$ cat config.mk
export PLATFORM = sky130hd
export DESIGN_NAME = mem_bus_arbiter
export DESIGN_NICKNAME = d
export VERILOG_FILES = /design/src/rtl/mem_bus_arbiter.sv
export SDC_FILE = /design/constraint.sdc
export NUM_CORES = 1
export LEC_CHECK = 0
export ABC_CLOCK_PERIOD_IN_PS = 4800
export BUFFER_PORTS_ARGS = -buffer_cell sky130_fd_sc_hd__buf_2
export CAP_MARGIN = 25
export CELL_PAD_IN_SITES_DETAIL_PLACEMENT = 1
export CELL_PAD_IN_SITES_GLOBAL_PLACEMENT = 2
export CORE_ASPECT_RATIO = 1.4
export CORE_MARGIN = 2
export CORE_UTILIZATION = 27
export CTS_BUF_LIST = sky130_fd_sc_hd__clkbuf_4 sky130_fd_sc_hd__clkbuf_8
export CTS_CLUSTER_DIAMETER = 60
export DETAILED_ROUTE_END_ITERATION = 8
export PLACE_DENSITY = 0.95
export SYNTH_ARGS = -nofsm -noshare
export SYNTH_HDL_FRONTEND = slang
export SYNTH_SLANG_ARGS = --single-unit
$ cat constraint.sdc
create_clock -name clk -period 4.8 [get_ports clk]
set_input_delay 0.72 -clock clk [delete_from_list [all_inputs] [get_ports clk]]
set_output_delay 0.72 -clock clk [all_outputs]
set_load 0.1 [all_outputs]
$ cat src/rtl/mem_bus_arbiter.sv
// Round-robin arbiter and sequencer for the shared 512x16 main memory.
// Four cache controllers compete for one serialized read or write slot.
// A grant is latched in IDLE, the memory is accessed in ACCESS after
// MEM_LAT wait cycles, and DONE pulses ack back to the granted requester.
module mem_bus_arbiter #(
    parameter int NREQ    = 4,
    parameter int MEM_LAT = 1
) (
    input  logic                 clk,
    input  logic                 reset_n,
    input  logic [NREQ-1:0]      req,
    input  logic [NREQ-1:0]      we,
    input  logic [9*NREQ-1:0]    addr,
    input  logic [16*NREQ-1:0]   wdata,
    output logic [NREQ-1:0]      ack,
    output logic [15:0]          rdata,
    output logic                 busy,
    output logic [1:0]           grant_id,
    output logic [8:0]           mem_address_read,
    input  logic [15:0]          mem_readed,
    output logic                 mem_write,
    output logic [8:0]           mem_address_write,
    output logic [15:0]          mem_data_write
);

    typedef enum logic [1:0] {
        IDLE   = 2'd0,
        ACCESS = 2'd1,
        DONE   = 2'd2
    } state_t;

    localparam logic [2:0] LAT_INIT = 3'(MEM_LAT);

    state_t      state;
    state_t      state_nxt;
    logic [1:0]  id;
    logic [1:0]  last;
    logic [1:0]  sel;
    logic [1:0]  idx;
    logic        sel_valid;
    logic [2:0]  cnt;
    logic        lat_we;
    logic [8:0]  lat_addr;
    logic [15:0] lat_wdata;

    // Round-robin pick: first requesting index after the last one served.
    always_comb begin
        sel       = '0;
        idx       = '0;
        sel_valid = 1'b0;
        for (int unsigned k = 1; k <= 4; k++) begin
            idx = last + 2'(k);
            if (!sel_valid && req[idx]) begin
                sel       = idx;
                sel_valid = 1'b1;
            end
        end
    end

    // State register.
    always_ff @(posedge clk or negedge reset_n) begin
        if (!reset_n) begin
            state <= IDLE;
        end else begin
            state <= state_nxt;
        end
    end

    // Next-state decode plus state-derived ack, write strobe and busy.
    always_comb begin
        state_nxt = state;
        ack       = '0;
        mem_write = 1'b0;
        busy      = (state != IDLE);
        unique case (state)
            IDLE: begin
                if (sel_valid) begin
                    state_nxt = ACCESS;
                end
            end
            ACCESS: begin
                if (cnt == '0) begin
                    mem_write = lat_we;
                    state_nxt = DONE;
                end
            end
            DONE: begin
                ack[id]   = 1'b1;
                state_nxt = IDLE;
            end
            default: begin
                state_nxt = IDLE;
            end
        endcase
    end

    // Grant latch, wait counter, read capture and round-robin pointer.
    always_ff @(posedge clk or negedge reset_n) begin
        if (!reset_n) begin
            id        <= '0;
            last      <= 2'd3;
            cnt       <= '0;
            lat_we    <= 1'b0;
            lat_addr  <= '0;
            lat_wdata <= '0;
            rdata     <= '0;
        end else begin
            unique case (state)
                IDLE: begin
                    if (sel_valid) begin
                        id        <= sel;
                        cnt       <= LAT_INIT;
                        lat_we    <= we[sel];
                        lat_addr  <= addr[9*sel +: 9];
                        lat_wdata <= wdata[16*sel +: 16];
                    end
                end
                ACCESS: begin
                    if (cnt != '0) begin
                        cnt <= cnt - 3'd1;
                    end else if (!lat_we) begin
                        rdata <= mem_readed;
                    end
                end
                DONE: begin
                    last <= id;
                end
                default: begin
                end
            endcase
        end
    end

    assign grant_id          = id;
    assign mem_address_read  = lat_addr;
    assign mem_address_write = lat_addr;
    assign mem_data_write    = lat_wdata;

endmodule

==> results of run 1 <==
## cell type report
type	instances	area share (%)
sequential	51	32.5
inverter	2	0.191
tap	138	4.39
clock inverter	3	1.72
timing repair buffer	186	23.8
multi-input combinational	174	35.6
clock buffer	5	1.75
## per-stage QoR
stage | area [um^2] | setup WS (ns) | hold slack [ns] | utilization (%)
floorplan | 2890 | 0.802 | 0.424 | -
global placement | 3800 | 2.14 | 0.465 | 36.5
detailed placement | 3800 | 1.99 | 0.472 | 36.5
CTS | 3940 | 2.14 | 0.492 | 37.8
global route | 3940 | 2.05 | 0.529 | 37.8
finish | 3940 | 2.18 | 0.486 | 37.8
## worst register-to-register path: cells and delay by family (launching register included)
kind | cells | cell delay (ns)
simple gates | 3 | 1.34
flops | 1 | 0.46
compound gates | 1 | 0.27
## cells in the final DEF (no fill, tap or decap), drive strengths merged, types with 2 or more instances in the layout
master	Yosys	routed
or2	2	2
buf	22	186
o21ai	2	2
a21oi	5	5
nand2b	7	7
nand2	38	38
nor2	4	4
dfrtp	49	49
mux2	16	16
dfstp	2	2
o221ai	27	27
bufinv	0	2
and3	2	2
nor3	4	4
mux2i	52	52
nor2b	3	3
clkbuf	3	5
ha	2	2
inv	2	2
## per-layer routing
| metal | up-vias | GRT usage (%) |
|---|---|---|
| li1 | 1246 | - |
| met1 | 1278 | 16.3 |
| met2 | 95 | 29.8 |
| met3 | 10 | 3.21 |
| met4 | 0 | 4.63 |
| met5 | - | 0 |
## registers in the layout, summed over array words and instances (netlist names)
register          cells
mem_data_write       16
grant_id              2
mem_address_read      9
lat_we                1
state                 2
rdata                16
last                  2
cnt                   3
## path summary, 6_finish.rpt
path	depth (start not counted)	startpoint	to
worst max-delay path	5	cnt[0]	mem_write
worst min-delay path	2	last[0]	last[0]
worst max register to register	4	state[0]	mem_address_read[5]
worst min register to register	2	last[0]	last[0]
max in group asynchronous	2	reset_n	mem_address_read[3]
min in group asynchronous	2	reset_n	rdata[14]
## kinds of logic (layout without fill, tap and decap cells)
family	Yosys count	in the layout
compound gates	40	40
simple gates	64	64
fa+ha+maj	2	2
flops	51	51
mux	68	68
buf+inv	27	196
==> impl_metrics.tcl, run 1 <==
set metrics [dict create \
    fmax_ghz 0.381 \
    hold_violations 0 \
    critical_path.n_buffers_inverters 2 \
    ys_async_sr_fraction_pct 100 \
    yosys_warnings 0 \
    cts.sinks 51 \
    max_slew.worst_pin.slew_ns 1.02 \
    route.met3.wl_um 490 \
    register_area_um2 1280 \
    netlist.area_leader.share_pct 42.4 \
    start_util_pct 27.8 \
    post-route-drc-count 0 \
    wirelength_um 8630 \
    place_inst 551 \
    synthMuxAreaShare_pct 25.5 \
    grt_start_max_net_pins 52 \
    worstPathMaxFanout 4 \
    synth_compound_area_share_pct 11.0 \
    synth_edf_count 0 \
    rows 44 \
    finalSetupTns_ns 0 \
    rsz0062_at_grt "false" \
    ys.flop_type "dfrtp_1" \
    core_um2 10400 \
    cts_inserted_buffers 5 \
    outcome "complete, no violations" \
    wl_met2_um 4870 \
    h-tree-depth 2 \
    relSlewSlack_pct 31.8 \
    syn_nets 380 \
    fillers 1240 \
    ys_ff_latch 51 \
    cts_hold_buf 0 \
    die_h_um 126 \
    synthTopCellsByCount "mux2i_1 (52), dfrtp_1 (49), nand2_1 (38), o221ai_1 (27)" \
    skew_ns 0.00857 \
    multi_input_area_um2 1400 \
    crit_path_top_delay_cell "buf_2" \
    end_kind "output pin" \
    grt_util_all_layers_pct 15.4 \
    grt_pass1_vias 2944 \
    nets 548 \
    synthCells 252 \
    drtIter0Drc 59 \
    r2r_slack_ns 2.55 \
    finalSetupViolCount 0 \
    antenna_cells 0 \
    finalMaxSlewViolations 0 \
    yosys.area.top_type "dfrtp_1" \
    fin_crit_sh_pct 54.6 \
    vias_per_cell 4.70 \
    fin_crit_ns 2.62 \
    cp.required_ns 4.08 \
    clk_latency_ns 0.31 \
    drt.antenna.violating_nets 0 \
    crit_type "reg2out" \
    grt_antenna_before_repair 0 \
    hpwl_um 6760 \
    synth.most_common_cell "mux2i_1" \
    avgSynthCellArea_um2 11.5 \
    cts.path.max_buffers 2 \
    drive_above_1_share_pct 51.8 \
    synth.distinct_cells 35 \
    grt_first_pass_wirelength_um 14400 \
    hold_class "reg2reg" \
    top_layer "met4" \
    cts_setup_buffers 0 \
    overflow 0 \
    wl_per_cell_um 15.4 \
    cap_violations 0 \
    max_stage_delay_ns 0.43 \
    cp-start-kind "register" \
    dieArea_um2 11600 \
    synth_top_family_by_area "multiplexers" \
    chipWidth_um 91.4 \
    yosys-top-cells-area "dfrtp_1 (42%), mux2i_1 (18%), o221ai_1 (8.2%)" \
    yosys.area_share.simple_pct 10.9 \
    path_cells "inv_1, ha_1, nor2b_1, and3_1, buf_2" \
    layout.cells.non_filler 559 \
    syn_area_um2 2890 \
    port_buffers 183 \
    worstPathArrival_ns 1.90 \
    area_delta_synth_final_pct 36.1 \
    drt-met1-wl_um 3130 \
    synth-xor-area-share_pct 0 \
    ctsResizeCount 0 \
    clockRootBuffer "clkbuf_8" \
    gp_congestion 0.721 \
    synth-seq-area-share_pct 44.2 \
    synth_fa_ha_area_share_pct 0.866 \
    clk_pin_slew_ns 0.10 \
    crit_family "buffers and inverters" \
    cts_tree "built" \
    dr.pass1.iters 4 \
    io_pins 184 \
    vias 2629 \
]
Power of run 1 is not shown: default switching activity piles up to over one toggle a cycle in this logic, so the estimate is an artifact.
==> inputs of run 2 (changes only) <==
==> config.mk (replaced) <==
export PLATFORM = sky130hd
export DESIGN_NAME = mem_bus_arbiter
export DESIGN_NICKNAME = d
export VERILOG_FILES = /design/src/rtl/mem_bus_arbiter.sv
export SDC_FILE = /design/constraint.sdc
export NUM_CORES = 1
export LEC_CHECK = 0
export ABC_CLOCK_PERIOD_IN_PS = 2600
export BUFFER_PORTS_ARGS = -buffer_cell sky130_fd_sc_hd__buf_2
export CAP_MARGIN = 25
export CELL_PAD_IN_SITES_DETAIL_PLACEMENT = 1
export CELL_PAD_IN_SITES_GLOBAL_PLACEMENT = 2
export CORE_ASPECT_RATIO = 1.4
export CORE_MARGIN = 2
export CORE_UTILIZATION = 25
export CTS_BUF_LIST = sky130_fd_sc_hd__clkbuf_4 sky130_fd_sc_hd__clkbuf_8
export CTS_CLUSTER_DIAMETER = 60
export DETAILED_ROUTE_END_ITERATION = 8
export PLACE_DENSITY = 0.93
export SYNTH_ARGS = -nofsm -noshare
export SYNTH_HDL_FRONTEND = slang
export SYNTH_SLANG_ARGS = --single-unit
==> constraint.sdc (replaced) <==
create_clock -name clk -period 2.6 [get_ports clk]
set_input_delay 0.39 -clock clk [delete_from_list [all_inputs] [get_ports clk]]
set_output_delay 0.39 -clock clk [all_outputs]
set_load 0.1 [all_outputs]
==> run 2 against run 1 <==
  * Clock-buffer cell count stayed put
  * Non-clock buffer count is 4 higher
  * Setup slack worse by 1.9 ns
  * Via count is 1.4% higher
  * Global-route usage is 0.69 points lower
  * Core utilization is 2.6 points lower
  * Critical path type unchanged
  * Critical endpoint unchanged
  * Highest routed layer unchanged
==> impl_metrics.tcl, run 2 (synthesis gave the netlist of run 1 again) <==
set metrics [dict create \
    outcome "complete, no violations" \
    end_kind "output pin" \
    fmax_ghz 0.439 \
    rsz0062_at_grt "false" \
    vias_per_cell 4.69 \
    cts_hold_buf 0 \
    vias 2667 \
    worstPathMaxFanout 4 \
    finalMaxSlewViolations 0 \
    grt_start_max_net_pins 52 \
    worstPathArrival_ns 1.89 \
    drtIter0Drc 74 \
    finalSetupViolCount 0 \
    crit_family "buffers and inverters" \
    drt.antenna.violating_nets 0 \
    cp.depth 5 \
    dr.pass1.iters 5 \
    r2r_cells 6 \
    chipWidth_um 94.9 \
    io_pins 184 \
    crit_type "reg2out" \
    cts_setup_buffers 0 \
    clk_latency_ns 0.32 \
    clk_pin_slew_ns 0.11 \
    skew_ns 0.0118 \
    critical_path.n_buffers_inverters 2 \
    nets 552 \
    cts_inserted_buffers 5 \
    overflow 0 \
    layout_commonest_cell "buf_2" \
    fin_crit_ns 2.28 \
    cts.path.max_buffers 2 \
    gp_congestion 0.735 \
    max_slew.worst_pin.slew_ns 0.676 \
    die_h_um 131 \
    grt_pass1_vias 2988 \
    h-tree-depth 2 \
    start_util_pct 25.6 \
    grt_first_pass_wirelength_um 14400 \
    max_stage_delay_ns 0.42 \
    hold_class "in2async" \
    cts.sinks 51 \
    wirelength_um 9140 \
    area_delta_synth_final_pct 37.5 \
    cap_violations 0 \
    port_buffers 183 \
    cp.required_ns 2.21 \
    ctsResizeCount 0 \
    finalSetupTns_ns 0 \
    rows 46 \
    cp-start-kind "register" \
    wl_per_cell_um 16.1 \
    clockRootBuffer "clkbuf_8" \
    hpwl_um 7310 \
    antenna_cells 0 \
    place_inst 561 \
    final_cell_mix "buf_2 (183), mux2i_1 (52), dfrtp_1 (49), nand2_1 (38), o221ai_1 (27)" \
    layout.cells.non_filler 569 \
    relSlewSlack_pct 54.9 \
    grt_util_all_layers_pct 14.7 \
    path_cells "inv_1, ha_1, nor2b_1, and3_1, buf_2" \
    core_um2 11300 \
    fin_crit_sh_pct 87.5 \
    drive_above_1_share_pct 52.9 \
    grt_antenna_before_repair 0 \
    hold_violations 0 \
    post-route-drc-count 0 \
    cts_tree "built" \
    dieArea_um2 12400 \
    crit_path_top_delay_cell "buf_2" \
]
==> run 2: changes by cell type in the layout (fill, tap and decap cells not counted), sizes merged <==
cell / previous run / this run
clkinvlp: 1 / 0
inv: 2 / 5
buf: 186 / 190
bufinv: 2 / 0
==> run 2: worst register-to-register path: stages (launching register included) <==
cell	delay, ns
dfrtp_1	0.40
inv_1	0.10
ha_1	0.19
nor2b_1	0.24
and2_4	0.19
nor2b_4	0.47
mux2_2	0.41
==> run 2: per-stage QoR <==
stage	util (%)	hold WS, ns	area (um^2)	worst slack, ns
2_1_floorplan	-	0.0944	2900	-0.141
3_3_place_gp	34.3	0.465	3870	0.581
3_5_place_dp	34.3	0.468	3870	0.478
4_1_cts	35.2	0.205	3970	0.308
5_1_grt	35.2	0.214	3970	0.181
6_report	35.2	0.185	3970	0.324
==> run 2: routing by layer <==
metal | wire, um | GRT usage, % | up-vias
met2 | 5160 | 28.2 | 100
met5 | 0 | 0 | -
li1 | - | - | 1258
met4 | 185 | 4.67 | 0
met1 | 3260 | 15.2 | 1297
met3 | 529 | 3.21 | 12
==> run 2: path summary, 6_finish.rpt <==
check | endpoint | start | slack [ns]
max in group asynchronous | mem_data_write[13] | reset_n | 1.96
hold / removal | rdata[3] | reset_n | 0.18
min in group clk | rdata[6] | mem_readed[6] | 0.29
hold reg to reg | mem_data_write[10] | mem_data_write[10] | 0.49
setup reg to reg | rdata[13] | cnt[1] | 0.48
setup / recovery | mem_write | cnt[1] | 0.32
==> run 2: final cells by class <==
type	instances	area [um^2]
Fill cell	1350	7310
Multi-Input combinational cell	174	1410
Sequential cell	51	1280
Timing Repair Buffer	190	993
Tap cell	144	180
Clock buffer	5	68.8
Clock inverter	3	31.3
Inverter	2	7.51
Power of run 2 is left out for the same reason.
